### src/rtl/alu_pkg.sv
`default_nettype none
// ============================================================================
// Module      : alu_pkg
// Description : Shared ALU definitions: opcode encodings, the opcode driven
//               onto the ALU when nobody holds a grant, and datapath widths.
// Ports       : none (package)
// Revision    : 1.0 - initial release
// ============================================================================
package alu_pkg;

  localparam int DATA_W  = 16;
  localparam int SHAMT_W = 4;

  localparam logic [2:0] ADD16 = 3'b000;
  localparam logic [2:0] SUB16 = 3'b001;
  localparam logic [2:0] AND16 = 3'b010;
  localparam logic [2:0] NOR16 = 3'b011;
  localparam logic [2:0] SLL16 = 3'b100;
  localparam logic [2:0] SRL16 = 3'b101;
  localparam logic [2:0] LHB16 = 3'b110;
  localparam logic [2:0] SRA16 = 3'b111;

  localparam logic [2:0] IDLE_OP = ADD16;

endpackage
`default_nettype wire

### src/rtl/alu_share_arbiter_if.sv
`default_nettype none
// ============================================================================
// Module      : alu_share_arbiter_if
// Description : Bundle of the two requester channels and the shared-ALU
//               channel seen by alu_share_arbiter.
// Ports       : r0_* / r1_*  request, lock, operands, flag_wr, gnt, rsp
//               alu_*        operands out to the ALU, alu_dst result back
//               modport slave  : arbiter view
//               modport master : requester / ALU view
// Revision    : 1.0 - initial release
// ============================================================================
interface alu_share_arbiter_if
  import alu_pkg::*;
#(
  parameter int WIDTH = DATA_W,
  parameter int SHW   = SHAMT_W
);

  logic             r0_req,  r1_req;
  logic             r0_lock, r1_lock;
  logic [2:0]       r0_ops,  r1_ops;
  logic [WIDTH-1:0] r0_src1, r1_src1;
  logic [WIDTH-1:0] r0_src0, r1_src0;
  logic [SHW-1:0]   r0_shamt, r1_shamt;
  logic             r0_flag_wr, r1_flag_wr;
  logic             r0_gnt,  r1_gnt;
  logic             r0_rsp_valid, r1_rsp_valid;
  logic [WIDTH-1:0] r0_rsp_data,  r1_rsp_data;

  logic [2:0]       alu_ops;
  logic [WIDTH-1:0] alu_src1, alu_src0;
  logic [SHW-1:0]   alu_shamt;
  logic             alu_hold_flags;
  logic [WIDTH-1:0] alu_dst;

  modport slave (
    input  r0_req, r0_lock, r0_ops, r0_src1, r0_src0, r0_shamt, r0_flag_wr,
    input  r1_req, r1_lock, r1_ops, r1_src1, r1_src0, r1_shamt, r1_flag_wr,
    input  alu_dst,
    output r0_gnt, r0_rsp_valid, r0_rsp_data,
    output r1_gnt, r1_rsp_valid, r1_rsp_data,
    output alu_ops, alu_src1, alu_src0, alu_shamt, alu_hold_flags
  );

  modport master (
    output r0_req, r0_lock, r0_ops, r0_src1, r0_src0, r0_shamt, r0_flag_wr,
    output r1_req, r1_lock, r1_ops, r1_src1, r1_src0, r1_shamt, r1_flag_wr,
    output alu_dst,
    input  r0_gnt, r0_rsp_valid, r0_rsp_data,
    input  r1_gnt, r1_rsp_valid, r1_rsp_data,
    input  alu_ops, alu_src1, alu_src0, alu_shamt, alu_hold_flags
  );

endinterface
`default_nettype wire

### src/rtl/alu_share_arbiter_rr_lock_arb2.sv
`default_nettype none
// ============================================================================
// Module      : rr_lock_arb2
// Description : Two-way round-robin picker with grant lock and a starvation
//               counter that overrides a lock held too long.
// Ports       : clk, rst_n      clock, async active-low reset
//               i_req[1:0]      request per requester
//               i_lock[1:0]     lock request per requester (for next cycle)
//               o_gnt[1:0]      one-hot (or zero) combinational grant
// Revision    : 1.0 - initial release
// ============================================================================
module rr_lock_arb2 #(
  parameter int STARVE_LIMIT = 4
) (
  input  wire logic       clk,
  input  wire logic       rst_n,
  input  wire logic [1:0] i_req,
  input  wire logic [1:0] i_lock,
  output logic      [1:0] o_gnt
);

  localparam logic [3:0] c_starve_limit = 4'(STARVE_LIMIT);

  logic       r_last_winner;
  logic       r_locked;
  logic [3:0] r_wait_cnt;

  logic       w_any;
  logic       w_winner;
  logic [3:0] w_wait_nxt;

  always_comb begin
    w_any    = 1'b0;
    w_winner = 1'b0;
    case (i_req)
      2'b01: begin
        w_any    = 1'b1;
        w_winner = 1'b0;
      end
      2'b10: begin
        w_any    = 1'b1;
        w_winner = 1'b1;
      end
      2'b11: begin
        w_any    = 1'b1;
        // A held lock keeps the previous winner until the loser has been
        // denied STARVE_LIMIT consecutive locked cycles.
        if (r_locked && (r_wait_cnt < c_starve_limit)) begin
          w_winner = r_last_winner;
        end else begin
          w_winner = ~r_last_winner;
        end
      end
      default: ;
    endcase
  end

  assign o_gnt = w_any ? (w_winner ? 2'b10 : 2'b01) : 2'b00;

  // The same side keeps losing only while the winner repeats under
  // contention; any alternation, single request or idle cycle restarts it.
  always_comb begin
    w_wait_nxt = 4'd0;
    if ((i_req == 2'b11) && (w_winner == r_last_winner)) begin
      w_wait_nxt = (r_wait_cnt >= c_starve_limit) ? c_starve_limit
                                                  : r_wait_cnt + 4'd1;
    end
  end

  always_ff @(posedge clk or negedge rst_n) begin
    if (!rst_n) begin
      r_last_winner <= 1'b1;
      r_locked      <= 1'b0;
      r_wait_cnt    <= 4'd0;
    end else begin
      r_wait_cnt <= w_wait_nxt;
      if (w_any) begin
        r_last_winner <= w_winner;
        r_locked      <= i_lock[w_winner];
      end else begin
        r_locked      <= 1'b0;
      end
    end
  end

endmodule
`default_nettype wire

### src/rtl/alu_share_arbiter.sv
`default_nettype none
// ============================================================================
// Module      : alu_share_arbiter
// Description : Shares one 16-bit ALU between the execute stage (r0) and the
//               auxiliary unit (r1). Muxes the winner's operands onto the
//               ALU, drives the ALU flag-hold, and returns the result to the
//               winner one cycle later.
// Ports       : clk, rst_n  clock, async active-low reset
//               bus         alu_share_arbiter_if.slave (requesters + ALU)
// Revision    : 1.0 - initial release
// ============================================================================
module alu_share_arbiter
  import alu_pkg::*;
#(
  parameter int WIDTH        = DATA_W,
  parameter int SHW          = SHAMT_W,
  parameter int STARVE_LIMIT = 4
) (
  input wire logic            clk,
  input wire logic            rst_n,
  alu_share_arbiter_if.slave  bus
);

  logic [1:0]       w_gnt;
  logic [2:0]       w_ops;
  logic [WIDTH-1:0] w_src1;
  logic [WIDTH-1:0] w_src0;
  logic [SHW-1:0]   w_shamt;
  logic             w_hold;

  logic             r_rsp_valid0, r_rsp_valid1;
  logic [WIDTH-1:0] r_rsp_data0,  r_rsp_data1;

  rr_lock_arb2 #(
    .STARVE_LIMIT (STARVE_LIMIT)
  ) u_arb (
    .clk    (clk),
    .rst_n  (rst_n),
    .i_req  ({bus.r1_req,  bus.r0_req}),
    .i_lock ({bus.r1_lock, bus.r0_lock}),
    .o_gnt  (w_gnt)
  );

  // With no grant the ALU sees a benign zero op and flags are frozen.
  always_comb begin
    w_ops   = IDLE_OP;
    w_src1  = '0;
    w_src0  = '0;
    w_shamt = '0;
    w_hold  = 1'b1;
    if (w_gnt[0]) begin
      w_ops   = bus.r0_ops;
      w_src1  = bus.r0_src1;
      w_src0  = bus.r0_src0;
      w_shamt = bus.r0_shamt;
      w_hold  = ~bus.r0_flag_wr;
    end else if (w_gnt[1]) begin
      w_ops   = bus.r1_ops;
      w_src1  = bus.r1_src1;
      w_src0  = bus.r1_src0;
      w_shamt = bus.r1_shamt;
      w_hold  = ~bus.r1_flag_wr;
    end
  end

  assign bus.alu_ops        = w_ops;
  assign bus.alu_src1       = w_src1;
  assign bus.alu_src0       = w_src0;
  assign bus.alu_shamt      = w_shamt;
  assign bus.alu_hold_flags = w_hold;
  assign bus.r0_gnt         = w_gnt[0];
  assign bus.r1_gnt         = w_gnt[1];

  always_ff @(posedge clk or negedge rst_n) begin
    if (!rst_n) begin
      r_rsp_valid0 <= 1'b0;
      r_rsp_valid1 <= 1'b0;
      r_rsp_data0  <= '0;
      r_rsp_data1  <= '0;
    end else begin
      r_rsp_valid0 <= w_gnt[0];
      r_rsp_valid1 <= w_gnt[1];
      if (w_gnt[0]) r_rsp_data0 <= bus.alu_dst;
      if (w_gnt[1]) r_rsp_data1 <= bus.alu_dst;
    end
  end

  assign bus.r0_rsp_valid = r_rsp_valid0;
  assign bus.r1_rsp_valid = r_rsp_valid1;
  assign bus.r0_rsp_data  = r_rsp_data0;
  assign bus.r1_rsp_data  = r_rsp_data1;

endmodule
`default_nettype wire

### src/flat_wrapper.sv
// flat-port wrapper written by rule: the top's interface ports become plain ports
module alu_share_arbiter_flat import alu_pkg::*;
#(
  parameter int WIDTH        = DATA_W,
  parameter int SHW          = SHAMT_W,
  parameter int STARVE_LIMIT = 4
)
  (clk, rst_n, bus_r0_req, bus_r0_lock, bus_r0_ops, bus_r0_src1, bus_r0_src0, bus_r0_shamt, bus_r0_flag_wr, bus_r1_req, bus_r1_lock, bus_r1_ops, bus_r1_src1, bus_r1_src0, bus_r1_shamt, bus_r1_flag_wr, bus_alu_dst, bus_r0_gnt, bus_r0_rsp_valid, bus_r0_rsp_data, bus_r1_gnt, bus_r1_rsp_valid, bus_r1_rsp_data, bus_alu_ops, bus_alu_src1, bus_alu_src0, bus_alu_shamt, bus_alu_hold_flags);
  alu_share_arbiter_if #(.WIDTH(WIDTH), .SHW(SHW)) bus_i ();
  input wire logic clk;
  input wire logic rst_n;
  input wire logic [$bits(bus_i.r0_req)-1:0] bus_r0_req;
  input wire logic [$bits(bus_i.r0_lock)-1:0] bus_r0_lock;
  input wire logic [$bits(bus_i.r0_ops)-1:0] bus_r0_ops;
  input wire logic [$bits(bus_i.r0_src1)-1:0] bus_r0_src1;
  input wire logic [$bits(bus_i.r0_src0)-1:0] bus_r0_src0;
  input wire logic [$bits(bus_i.r0_shamt)-1:0] bus_r0_shamt;
  input wire logic [$bits(bus_i.r0_flag_wr)-1:0] bus_r0_flag_wr;
  input wire logic [$bits(bus_i.r1_req)-1:0] bus_r1_req;
  input wire logic [$bits(bus_i.r1_lock)-1:0] bus_r1_lock;
  input wire logic [$bits(bus_i.r1_ops)-1:0] bus_r1_ops;
  input wire logic [$bits(bus_i.r1_src1)-1:0] bus_r1_src1;
  input wire logic [$bits(bus_i.r1_src0)-1:0] bus_r1_src0;
  input wire logic [$bits(bus_i.r1_shamt)-1:0] bus_r1_shamt;
  input wire logic [$bits(bus_i.r1_flag_wr)-1:0] bus_r1_flag_wr;
  input wire logic [$bits(bus_i.alu_dst)-1:0] bus_alu_dst;
  output wire logic [$bits(bus_i.r0_gnt)-1:0] bus_r0_gnt;
  output wire logic [$bits(bus_i.r0_rsp_valid)-1:0] bus_r0_rsp_valid;
  output wire logic [$bits(bus_i.r0_rsp_data)-1:0] bus_r0_rsp_data;
  output wire logic [$bits(bus_i.r1_gnt)-1:0] bus_r1_gnt;
  output wire logic [$bits(bus_i.r1_rsp_valid)-1:0] bus_r1_rsp_valid;
  output wire logic [$bits(bus_i.r1_rsp_data)-1:0] bus_r1_rsp_data;
  output wire logic [$bits(bus_i.alu_ops)-1:0] bus_alu_ops;
  output wire logic [$bits(bus_i.alu_src1)-1:0] bus_alu_src1;
  output wire logic [$bits(bus_i.alu_src0)-1:0] bus_alu_src0;
  output wire logic [$bits(bus_i.alu_shamt)-1:0] bus_alu_shamt;
  output wire logic [$bits(bus_i.alu_hold_flags)-1:0] bus_alu_hold_flags;
  assign bus_i.r0_req = bus_r0_req;
  assign bus_i.r0_lock = bus_r0_lock;
  assign bus_i.r0_ops = bus_r0_ops;
  assign bus_i.r0_src1 = bus_r0_src1;
  assign bus_i.r0_src0 = bus_r0_src0;
  assign bus_i.r0_shamt = bus_r0_shamt;
  assign bus_i.r0_flag_wr = bus_r0_flag_wr;
  assign bus_i.r1_req = bus_r1_req;
  assign bus_i.r1_lock = bus_r1_lock;
  assign bus_i.r1_ops = bus_r1_ops;
  assign bus_i.r1_src1 = bus_r1_src1;
  assign bus_i.r1_src0 = bus_r1_src0;
  assign bus_i.r1_shamt = bus_r1_shamt;
  assign bus_i.r1_flag_wr = bus_r1_flag_wr;
  assign bus_i.alu_dst = bus_alu_dst;
  assign bus_r0_gnt = bus_i.r0_gnt;
  assign bus_r0_rsp_valid = bus_i.r0_rsp_valid;
  assign bus_r0_rsp_data = bus_i.r0_rsp_data;
  assign bus_r1_gnt = bus_i.r1_gnt;
  assign bus_r1_rsp_valid = bus_i.r1_rsp_valid;
  assign bus_r1_rsp_data = bus_i.r1_rsp_data;
  assign bus_alu_ops = bus_i.alu_ops;
  assign bus_alu_src1 = bus_i.alu_src1;
  assign bus_alu_src0 = bus_i.alu_src0;
  assign bus_alu_shamt = bus_i.alu_shamt;
  assign bus_alu_hold_flags = bus_i.alu_hold_flags;
  alu_share_arbiter #(.WIDTH(WIDTH), .SHW(SHW), .STARVE_LIMIT(STARVE_LIMIT)) u_core (.clk(clk), .rst_n(rst_n), .bus(bus_i));
endmodule
### config.mk
export PLATFORM = sky130hd
export DESIGN_NAME = alu_share_arbiter_flat
export DESIGN_NICKNAME = d
export VERILOG_FILES = /design/src/rtl/alu_pkg.sv /design/src/rtl/alu_share_arbiter_if.sv /design/src/rtl/alu_share_arbiter_rr_lock_arb2.sv /design/src/rtl/alu_share_arbiter.sv /design/src/flat_wrapper.sv
export SDC_FILE = /design/constraint.sdc
export NUM_CORES = 1
export LEC_CHECK = 0
export CORE_ASPECT_RATIO = 0.7
export CORE_UTILIZATION = 28
export DETAILED_ROUTE_END_ITERATION = 10
export PLACE_DENSITY = 0.78
export SYNTH_ARGS = -nofsm -noshare
export SYNTH_HDL_FRONTEND = slang
export SYNTH_HIERARCHICAL = 1
export SYNTH_SLANG_ARGS = --single-unit
### constraint.sdc
create_clock -name clk -period 2.2 [get_ports clk]
set_input_delay 0.44 -clock clk [delete_from_list [all_inputs] [get_ports clk]]
set_output_delay 0.44 -clock clk [all_outputs]
set_load 0.02 [all_outputs]
==> results.tsv <==
stage	metric	value	unit
worst_setup_path	Reg-to-Reg Start	u_core/u_arb/r_wait_cnt[2]	
power	Leak	1.98	nW
timing	Layout Skew	0.00453	ns
logic_synthesis	Mapped Cells	150	
timing	Final Max Tran Viols	0	
worst_setup_path	FF-to-FF path depth	13	
grt	first-pass GRT wire length	11700	µm
clock_network	Num CTS Buffers	5	
floorplan	DIE WIDTH	102	µm
worst_setup_path	worst path cell trace	nor3b_4 -> mux2i_1 -> buf_4 -> nor2_4 -> buf_6 -> nor2b_4 -> buf_12 -> a22o_1 -> buf_6	
place	area post-placement	0.00386	mm²
logic_synthesis	Avg Inst Size Synth	13.0	µm²
timing	Hold WS	0.150	ns
logic_synthesis	Yosys top cell area share	49.9	%
floorplan	Initial Util	28.9	%
timing	Worst slew margin	59.6	%
logic_synthesis	XOR/XNOR share of the synthesized area	0	%
grt	initial antenna violation count	0	
worst_setup_path	Worst Setup End Kind	output port	
floorplan	Die ar.	0.00733	mm²
logic_synthesis	simple-gate portion of the synthesized area	5.89	%
clock_network	CTS sink cnt	40	
logic_synthesis	fraction of registers with async set/reset	100	%
timing	fmax	396	MHz
worst_setup_path	worst reg2reg endpoint	u_core/u_arb/r_locked	
timing	Hold Violations, Final	0	
floorplan	Die Y	71.9	µm
layout	Final Instance Area	0.00452	mm²
drt	Vias/cell	4.63	
clock_network	clk_lat worst skew	0.29	ns
drt	drt first-iter violations	61	
logic_synthesis	fraction of synthesized area in multiplexers	19.4	%
logic_synthesis	ys flop type	dfrtp_1	
drt	drt drc	0	
layout	Layout area overhead	131	%
worst_setup_path	Setup CP Type	flop to output port	
logic_synthesis	most frequent cell after synthesis	dfrtp_1	
worst_setup_path	Req. time, crit path	1.76	ns
worst_setup_path	Worst Path Max Fanout	19	
worst_setup_path	Worst Setup Start Kind	flop	
worst_setup_path	Critical-path top delay cell	dfrtp_1	
logic_synthesis	Yosys reg bits	40	
run_status	status	finished with violations	
logic_synthesis	largest family of logic cells by synthesized area	multiplexers	
logic_synthesis	Seq/Total Area, Yosys	51.2	%
clock_network	H-tree levels	2	
logic_synthesis	Synth area leaders	dfrtp_1 50%, mux2_2 18%, a22o_1 17%, buf_6 2.3%, nand2_1 1.5%	
clock_network	CTS tree	done	
clock_network	Clock Tree Root	clkbuf_8	
logic_synthesis	yosys warns	6	
drt	DRT Pass-1 Iters	4	
place	post-DP HPWL	5380	µm
worst_setup_path	crit path DAT	2.09	ns
timing	RSZ-0062 raised after global routing	yes	
flow_run	Max Cap Viol	0	
drt	mean routed wirelength per cell	18.6	µm
layout	share of post-route cells with drive strength above 1	37.1	%
run_status	failing checks	setup timing	
layout	Final #Nets	466	
timing	Worst Tran Pin Value	0.606	ns
worst_hold_path	HP Class	input pin to async pin	
layout	Fillers	513	
grt	vias in the first global route	2181	
logic_synthesis	Synth cell types	25	
grt	gr usage total	21.7	%
logic_synthesis	commonest cells in the netlist	39 x dfrtp_1, 37 x a22o_1, 32 x mux2_2, 8 x nand2_1, 5 x buf_2	
floorplan	CORE AREA	0.00676	mm²
power	overall power	3.17	mW
logic_synthesis	Post-Synth Adder-Cell Area	0.640	%
logic_synthesis	Compound-Gate Fraction of Synth Area	18.0	%
layout	antenna diode count	0	
worst_setup_path	r2r setup slk	0.09	ns
timing	Tmin final	2.53	ns
grt	global route overflow	0	
grt	largest net degree at the start of global routing	28	
logic_synthesis	area leader, netlist	dfrtp_1	
drt	number of nets with antenna violations after routing	0	
worst_setup_path	most frequent CP cell	buf_6	
logic_synthesis	synthesized area	0.00196	mm²
place	Port Buffers	177	
drt	DR vias	2121	
floorplan	I/O pins	178	
power	Peak VDD IR	0.000382	V
place	Final GP Congestion	0.807	
logic_synthesis	EDFF count, synth	0	
timing	final worst slack	-0.325	ns
worst_setup_path	CP peak stage delay	0.40	ns
timing	final setup vio count	42	
floorplan	Core Rows	25	
logic_synthesis	Syn Nets	253	
clock_network	clock slew seen by the registers of the worst setup and hold paths	0.08	ns
drt	Routed Wire Length	8510	µm
clock_network	clock tree buffer depth	2	
timing	Final period util	115	%
power	PD cells	702	mW/mm²
==> through the flow <==
| step | util, % | setup slack (ns) | setup TNS (ns) | cells |
|---|---|---|---|---|
| floorplan | - | -0.0782 | -1.57 | 150 |
| global placement | 57.1 | -1.12 | -47.48 | 419 |
| detailed placement | 57.1 | -1.15 | -49.25 | 419 |
| CTS | 65.3 | -0.347 | -12.14 | 452 |
| global route | 67.0 | -0.428 | -15.89 | 458 |
| finish | 67.0 | -0.325 | -11.42 | 458 |
==> sequential cells by signal (all words and copies together) (netlist names) <==
signal	flops
u_core/bus.r0_rsp_data	16
u_core/bus.r1_rsp_data	16
u_core/u_arb/r_wait_cnt	4
u_core/bus.r0_rsp_valid	1
u_core/bus.r1_rsp_valid	1
u_core/u_arb/r_last_winner	1
u_core/u_arb/r_locked	1
==> worst max-delay path: cells and delay by family (launching register included) <==
kind | cells | cell delay (ns)
AND/OR/NAND/NOR | 3 | 0.50
flip-flops | 1 | 0.40
buffers and inverters | 4 | 0.58
AO/OA/AOI/OAI | 1 | 0.22
multiplexers | 1 | 0.10
==> report_power, final <==
group / internal [mW] / switching (mW) / leakage (nW)
registers: 0.852 / 0.0595 / 0.475
logic: 0.825 / 0.615 / 1.42
clock network: 0.567 / 0.256 / 0.0784
total: 2.24 / 0.930 / 1.98
==> how the worst max path moves through the flow <==
stage	from	end	slack, ns
6_report	u_core/u_arb/r_wait_cnt[2]	bus_alu_src1[4]	-0.33
3_3_place_gp	bus_r1_req	bus_alu_ops[1]	-1.12
2_1_floorplan	u_core/u_arb/r_wait_cnt[3]	bus_alu_src0[10]	-0.08
4_1_cts	u_core/u_arb/r_wait_cnt[2]	bus_alu_src1[13]	-0.35
3_5_place_dp	bus_r1_req	bus_alu_ops[1]	-1.15
5_1_grt	u_core/u_arb/r_wait_cnt[2]	bus_alu_src1[4]	-0.43
==> cells in the final DEF, fill, tap and decap left out, drive strengths merged, types with 2 or more instances in the layout <==
cell / count
mux2i: 2
clkdlybuf4s50: 132
and2: 2
dfrtp: 39
a22o: 37
dlygate4sd2: 2
nand2: 8
mux2: 32
bufinv: 3
nor2b: 6
buf: 78
nor2: 2
o21ai: 2
clkbuf: 8
==> cells by family (layout without fill, tap and decap cells) <==
logic type	count (synthesis)	in the layout
AO/OA/AOI/OAI	42	42
other	1	1
AND/OR/NAND/NOR	19	22
buffers and inverters	13	224
adder cells (fa/ha/maj)	1	1
multiplexers	34	34
flip-flops	40	40
==> cell type report <==
cell class | instances | area, µm² | share of cell area [%]
clock buffer | 5 | 68.8 | 1.52
clock inverter | 3 | 90.1 | 1.99
inverter | 1 | 3.75 | 0.0830
multi-input combinational | 100 | 958 | 21.2
sequential | 40 | 1000 | 22.2
tap | 94 | 118 | 2.60
timing repair buffer | 215 | 2280 | 50.5
==> repair_timing <==
action / CTS / global route
gates cloned: 6 / 3
buffers inserted: 19 / 4
pin swaps: 5 / 6
setup endpoints to repair: 47 / 49
hold buffers: 0 / 0
resized for setup: 269 / 7
==> routing by layer <==
| metal | track usage (%) | share of wire, % | up-vias | wire length (µm) |
|---|---|---|---|---|
| li1 | - | - | 999 | - |
| met1 | 28.4 | 44 | 1034 | 3780 |
| met2 | 36.2 | 48 | 79 | 4080 |
| met3 | 5.68 | 6.8 | 9 | 575 |
| met4 | 5.24 | 0.75 | 0 | 64 |
| met5 | 0 | 0 | - | 0 |
(Power assumes the default switching activity.)
